$ cat config.mk
export PLATFORM = sky130hd
export DESIGN_NAME = periph_bus_responder
export DESIGN_NICKNAME = d
export VERILOG_FILES = /design/src/rtl/periph_bus_responder_pkg.sv /design/src/rtl/periph_bus_responder_timer.sv /design/src/rtl/periph_bus_responder.sv
export SDC_FILE = /design/constraint.sdc
export NUM_CORES = 1
export LEC_CHECK = 0
export ABC_AREA = 1
export CAP_MARGIN = 30
export CORE_MARGIN = 5
export CORE_UTILIZATION = 45
export CTS_BUF_LIST = sky130_fd_sc_hd__clkbuf_4 sky130_fd_sc_hd__clkbuf_8
export DETAILED_ROUTE_END_ITERATION = 7
export PLACE_DENSITY_LB_ADDON = 0.3
export SYNTH_ARGS = -nofsm -noshare
export SYNTH_HDL_FRONTEND = slang
export SYNTH_HIERARCHICAL = 1
export SYNTH_SLANG_ARGS = --single-unit
$ cat constraint.sdc
create_clock -name clk -period 5.5 [get_ports clk]
set_input_delay 0.825 -clock clk [delete_from_list [all_inputs] [get_ports clk]]
set_output_delay 0.825 -clock clk [all_outputs]
set_load 0.05 [all_outputs]
$ cat src/rtl/periph_bus_responder_pkg.sv
// Shared register map of the peripheral window: byte offsets and control/status
// bit positions, kept here so driver tests and software headers stay in step.
package periph_bus_responder_pkg;

  localparam logic [31:0] TH_OFS       = 32'h00;
  localparam logic [31:0] TL_OFS       = 32'h04;
  localparam logic [31:0] TCON_OFS     = 32'h08;
  localparam logic [31:0] LED_OFS      = 32'h0C;
  localparam logic [31:0] SWITCH_OFS   = 32'h10;
  localparam logic [31:0] DIGI_OFS     = 32'h14;
  localparam logic [31:0] UART_TXD_OFS = 32'h18;
  localparam logic [31:0] UART_RXD_OFS = 32'h1C;
  localparam logic [31:0] UART_CON_OFS = 32'h20;

  localparam int TCON_EN_BIT     = 0;
  localparam int TCON_IRQ_EN_BIT = 1;
  localparam int TCON_IRQ_ST_BIT = 2;

  localparam int UCON_RX_READY_BIT = 0;
  localparam int UCON_TX_DONE_BIT  = 1;
  localparam int UCON_TX_BUSY_BIT  = 2;

endpackage

$ cat src/rtl/periph_bus_responder_timer.sv
// Reloading 32-bit timer: TL counts up to all-ones, then reloads from TH and
// optionally latches an interrupt status that only software can clear.
module periph_timer
  import periph_bus_responder_pkg::*;
(
  input  logic        clk,
  input  logic        reset,
  input  logic        th_we,
  input  logic        tl_we,
  input  logic        tcon_we,
  input  logic [31:0] wr_data,
  output logic [31:0] th,
  output logic [31:0] tl,
  output logic [2:0]  tcon,
  output logic        irqout
);

  logic [31:0] th_q, th_d;
  logic [31:0] tl_q, tl_d;
  logic [2:0]  tcon_q, tcon_d;
  logic        overflow;

  // CPU writes are applied last so they override the count/reload of the same cycle.
  always_comb begin
    overflow = tcon_q[TCON_EN_BIT] && (tl_q == 32'hFFFF_FFFF);
    th_d     = th_we ? wr_data : th_q;
    tl_d     = tl_q;
    tcon_d   = tcon_q;
    if (tcon_q[TCON_EN_BIT]) tl_d = overflow ? th_q : tl_q + 32'd1;
    if (overflow && tcon_q[TCON_IRQ_EN_BIT]) tcon_d[TCON_IRQ_ST_BIT] = 1'b1;
    if (tl_we) tl_d = wr_data;
    if (tcon_we) tcon_d = wr_data[2:0];
  end

  always_ff @(posedge clk or posedge reset) begin
    if (reset) begin
      th_q   <= '0;
      tl_q   <= '0;
      tcon_q <= '0;
    end else begin
      th_q   <= th_d;
      tl_q   <= tl_d;
      tcon_q <= tcon_d;
    end
  end

  assign th     = th_q;
  assign tl     = tl_q;
  assign tcon   = tcon_q;
  assign irqout = tcon_q[TCON_IRQ_EN_BIT] & tcon_q[TCON_IRQ_ST_BIT];

endmodule

$ cat src/rtl/periph_bus_responder.sv
// Memory-mapped peripheral responder for the MEM stage: timer, LEDs, switches,
// 7-segment digits and the byte-level register interface of the UART core.
module periph_bus_responder
  import periph_bus_responder_pkg::*;
#(
  parameter logic [31:0] BASE_ADDR = 32'h4000_0000,
  parameter logic [31:0] ADDR_SPAN = 32'h40
) (
  input  logic        clk,
  input  logic        reset,
  input  logic [31:0] addr,
  input  logic [31:0] wr_data,
  input  logic        mem_read,
  input  logic        mem_write,
  output logic [31:0] rd_data,
  output logic        hit,
  input  logic [7:0]  switch,
  output logic [7:0]  led,
  output logic [11:0] digi,
  output logic        irqout,
  output logic [7:0]  tx_data,
  output logic        tx_start,
  input  logic        tx_busy,
  input  logic [7:0]  rx_data,
  input  logic        rx_valid
);

  logic [31:0] ofs;
  logic        rd_en, wr_en;
  logic [31:0] th, tl;
  logic [2:0]  tcon;

  logic [7:0]  led_q, led_d;
  logic [11:0] digi_q, digi_d;
  logic [7:0]  tx_data_q, tx_data_d;
  logic        tx_start_q, tx_start_d;
  logic [7:0]  rxd_q, rxd_d;
  logic        rx_ready_q, rx_ready_d;
  logic        tx_done_q, tx_done_d;
  logic        tx_busy_q;

  // The offset compare is done after subtraction so a window at the top of memory cannot wrap.
  assign ofs   = addr - BASE_ADDR;
  assign hit   = (addr >= BASE_ADDR) && (ofs < ADDR_SPAN);
  assign rd_en = mem_read & hit;
  assign wr_en = mem_write & hit;

  periph_timer u_timer (
    .clk     (clk),
    .reset   (reset),
    .th_we   (wr_en && (ofs == TH_OFS)),
    .tl_we   (wr_en && (ofs == TL_OFS)),
    .tcon_we (wr_en && (ofs == TCON_OFS)),
    .wr_data (wr_data),
    .th      (th),
    .tl      (tl),
    .tcon    (tcon),
    .irqout  (irqout)
  );

  always_comb begin
    rd_data = '0;
    if (rd_en) begin
      case (ofs)
        TH_OFS:       rd_data = th;
        TL_OFS:       rd_data = tl;
        TCON_OFS:     rd_data = {29'd0, tcon};
        LED_OFS:      rd_data = {24'd0, led_q};
        SWITCH_OFS:   rd_data = {24'd0, switch};
        DIGI_OFS:     rd_data = {20'd0, digi_q};
        UART_TXD_OFS: rd_data = {24'd0, tx_data_q};
        UART_RXD_OFS: rd_data = {24'd0, rxd_q};
        UART_CON_OFS: rd_data = {29'd0, tx_busy, tx_done_q, rx_ready_q};
        default:      rd_data = '0;
      endcase
    end
  end

  // Read-to-clear is applied before the hardware set events so a coincident set wins.
  always_comb begin
    led_d      = led_q;
    digi_d     = digi_q;
    tx_data_d  = tx_data_q;
    tx_start_d = 1'b0;
    rxd_d      = rxd_q;
    rx_ready_d = rx_ready_q;
    tx_done_d  = tx_done_q;
    if (rd_en && (ofs == UART_RXD_OFS)) rx_ready_d = 1'b0;
    if (rd_en && (ofs == UART_CON_OFS)) tx_done_d = 1'b0;
    if (tx_busy_q && !tx_busy) tx_done_d = 1'b1;
    if (rx_valid) begin
      rxd_d      = rx_data;
      rx_ready_d = 1'b1;
    end
    if (wr_en) begin
      case (ofs)
        LED_OFS:  led_d  = wr_data[7:0];
        DIGI_OFS: digi_d = wr_data[11:0];
        UART_TXD_OFS: begin
          if (!tx_busy) begin
            tx_data_d  = wr_data[7:0];
            tx_start_d = 1'b1;
          end
        end
        default: ;
      endcase
    end
  end

  always_ff @(posedge clk or posedge reset) begin
    if (reset) begin
      led_q      <= '0;
      digi_q     <= '0;
      tx_data_q  <= '0;
      tx_start_q <= 1'b0;
      rxd_q      <= '0;
      rx_ready_q <= 1'b0;
      tx_done_q  <= 1'b0;
      tx_busy_q  <= 1'b0;
    end else begin
      led_q      <= led_d;
      digi_q     <= digi_d;
      tx_data_q  <= tx_data_d;
      tx_start_q <= tx_start_d;
      rxd_q      <= rxd_d;
      rx_ready_q <= rx_ready_d;
      tx_done_q  <= tx_done_d;
      tx_busy_q  <= tx_busy;
    end
  end

  assign led      = led_q;
  assign digi     = digi_q;
  assign tx_data  = tx_data_q;
  assign tx_start = tx_start_q;

endmodule

==> impl_metrics.env <==
export IMPL_status="completed"
export IMPL_fmax_ghz=0.2320
export IMPL_dieArea_um2=19560
export IMPL_grt_max_degree=60
export IMPL_min_period_ns=4.310
export IMPL_setup_tns_ns=0
export IMPL_drt_iter0_markers=633
export IMPL_yosysSeqAreaShare_pct=35.29
export IMPL_postSynthAreaPerCell_um2=6.621
export IMPL_routabilityCongestion=0.9257
export IMPL_cts_hold_buf=0
export IMPL_ys_ff_latch=107
export IMPL_htree_levels=3
export IMPL_row_count=47
export IMPL_die_width_um=139.9
export IMPL_yosys_area_top_type="dfrtp_1"
export IMPL_cts_made_buffers=9
export IMPL_clockRootBuffer="clkbuf_8"
export IMPL_synth_top_cell_area_share_pct=35.29
export IMPL_netlist_cell_type_count=34
export IMPL_cts_tree="yes"
export IMPL_cts_setup_buffers=0
export IMPL_core_area_um2=16580
export IMPL_portBuffers=148
export IMPL_syn2layout_area_growth_pct=22.38
export IMPL_seq_area_um2=2678
export IMPL_power_total_uw=1427
export IMPL_synthArstFlopShare_pct=100.0
export IMPL_min_path_type="flip-flop to flip-flop"
export IMPL_arrival_ns=3.49
export IMPL_skew_ns=0.006611
export IMPL_final_hold_violation_count=0
export IMPL_clk_insertion_delay_late_ns=0.38
export IMPL_dp_hpwl_um=16050
export IMPL_crit_type="input port to output pin"
export IMPL_finalSetupViolCount=0
export IMPL_finalNetCount=1357
export IMPL_drc=0
export IMPL_cp_cell_sequence="clkdlybuf4s50_1 -> inv_1 -> nand2_1 -> nor2_1 -> nand2_1 -> nor2_1 -> nand2_1 -> inv_2 -> nand2_1 -> nand2_1 -> inv_1 -> nor2_2 -> buf_4"
export IMPL_clkTransAtPathRegs_ns=0.11
export IMPL_rsz0062_at_grt="no"
export IMPL_antenna_found_initial=0
export IMPL_cts_resized=0
export IMPL_critical_path_max_stage_delay_ns=0.53
export IMPL_n_fill_cell=1649
export IMPL_clock_path_buffers=2
export IMPL_crit_path_end_kind="output pin"
export IMPL_multi_input_area_um2=4084
export IMPL_antenna_cells=0
export IMPL_ys_top_cells_by_count="nand2_1 (422), inv_1 (142), dfrtp_1 (107), nor2_1 (107), nand3_1 (76)"
export IMPL_wl_um=22140
export IMPL_critPathLaunchType="input port"
export IMPL_ys_flop_type="dfrtp_1"
export IMPL_ant_nets=0
export IMPL_pin_count=149
export IMPL_start_util_pct=45.75
export IMPL_viasPerCell=5.102
export IMPL_required_ns=4.68
export IMPL_cp_common_cell="nand2_1"
export IMPL_grt_pass1_wl_um=36670
export IMPL_yosysMostFrequentCell="nand2_1"
export IMPL_wire_per_inst_um=14.81
export IMPL_critPathSlowestCell="nor2_1"
export IMPL_final_max_slew_viol_count=0
export IMPL_ys_warn_count=6
export IMPL_synth_edff_count=0
export IMPL_drive_gt1_share_pct=12.47
export IMPL_max_cap_violations=0
export IMPL_ir_worst_vdd_v=0.00009641
export IMPL_grt_usage_pct=22.51
export IMPL_power_leakage_uw=0.004581
export IMPL_synth_nets=1233
export IMPL_grt_pass1_vias=7259
export IMPL_worst_slew_pin_slew_ns=0.8051
export IMPL_synthesis_area_um2=7587
export IMPL_cts_sinks=107
export IMPL_relSlewSlack_pct=46.27
export IMPL_p_per_area_nw_per_um2=153.7
export IMPL_vias=7628
export IMPL_drt_pre_antenna_iters=5
export IMPL_overflow=0
export IMPL_fin_crit_sh_pct=78.37
export IMPL_chipHeight_um=139.9
export IMPL_worst_path_max_fanout=27
export IMPL_synthCells=1146
export IMPL_ys_top_cells_by_area="dfrtp_1 (35%), nand2_1 (21%), inv_1 (7.0%)"
[routing by layer]
metal | track usage, % | wire length [um] | share of wire, %
met3 | 3.087 | 1258 | 5.7
met1 | 32.11 | 10330 | 47
met5 | 0 | 0 | 0
met2 | 36.31 | 10200 | 46
met4 | 5.558 | 343 | 1.5
[cell families (layout without fill, tap and decap cells)]
logic type / count (synthesis) / count (layout) / share of synthesized area (%)
buffers and inverters: 195 / 324 / 11.08
and+or+nand+nor: 724 / 724 / 43.37
adders and majority gates: 1 / 1 / 0.1649
xor gates and xnor gates: 9 / 9 / 1.039
muxes: 5 / 5 / 0.7420
DFF: 107 / 107 / 35.29
AOI/OAI and AO/OA: 105 / 105 / 8.311
[power breakdown]
part	switching, uW	internal, uW
combinational	55.5	62.5
clock	287	227
sequential	2.65	792
[cell type report]
type	count	share of cell area (%)
Multi-Input combinational cell	844	43.98
Sequential cell	107	28.84
Timing Repair Buffer	158	15.93
Inverter	150	6.064
Tap cell	220	2.965
Clock buffer	10	1.482
Clock inverter	6	0.7411
[final timing paths]
path	start	to	slack (ns)	cells past startpoint
worst max-delay path	addr[24]	rd_data[31]	1.19	13
worst min-delay path	tx_busy_q$_DFF_PP0_	tx_done_q$_DFFE_PP0P_	0.48	2
worst max register to register	u_timer/tl[0]$_DFFE_PP0P_	u_timer/tl[28]$_DFFE_PP0P_	2.89	9
worst min register to register	tx_busy_q$_DFF_PP0_	tx_done_q$_DFFE_PP0P_	0.48	2
max in group asynchronous	reset	u_timer/th[30]$_DFFE_PP0P_	3.82	3
min in group asynchronous	reset	u_timer/th[15]$_DFFE_PP0P_	0.68	2
[sequential cells by signal, indices dropped and copies added (netlist names)]
register	cells
tx_data	8
digi	12
tx_done_q	1
led	8
tx_start	1
u_timer/th	32
u_timer/tcon	3
tx_busy_q	1
rx_ready_q	1
u_timer/tl	32
rxd_q	8
[per-stage QoR]
step	setup slack, ns	utilization (%)	instances	hold WS [ns]	cell area, um2
after floorplan	1.971	-	1146	0.4254	7587
after global placement	1.312	54.75	1479	0.4452	9079
after detailed placement	1.238	54.75	1479	0.4613	9079
after CTS	1.224	55.99	1495	0.4875	9285
after global routing	0.8861	55.99	1495	0.5153	9285
final	1.190	55.99	1495	0.4817	9285
[layout by cell type (no fill, tap or decap), drive strengths merged, types with 2 or more instances in the layout]
| master | n |
|---|---|
| dfrtp | 107 |
| nand3 | 93 |
| buf | 41 |
| nand4 | 32 |
| inv | 153 |
| clkbuf | 10 |
| o21ai | 69 |
| o211ai | 2 |
| xor2 | 6 |
| nand2 | 433 |
| mux2 | 5 |
| a22oi | 27 |
| nor3 | 3 |
| nand3b | 9 |
| clkdlybuf4s50 | 117 |
| a21oi | 6 |
| xnor2 | 3 |
| nor2 | 152 |
[worst max-delay path: cells and delay by family]
kind,cells,cell delay [ns]
AND/OR/NAND/NOR,8,1.38
buffers and inverters,5,1.27
(Power assumes the default switching activity.)
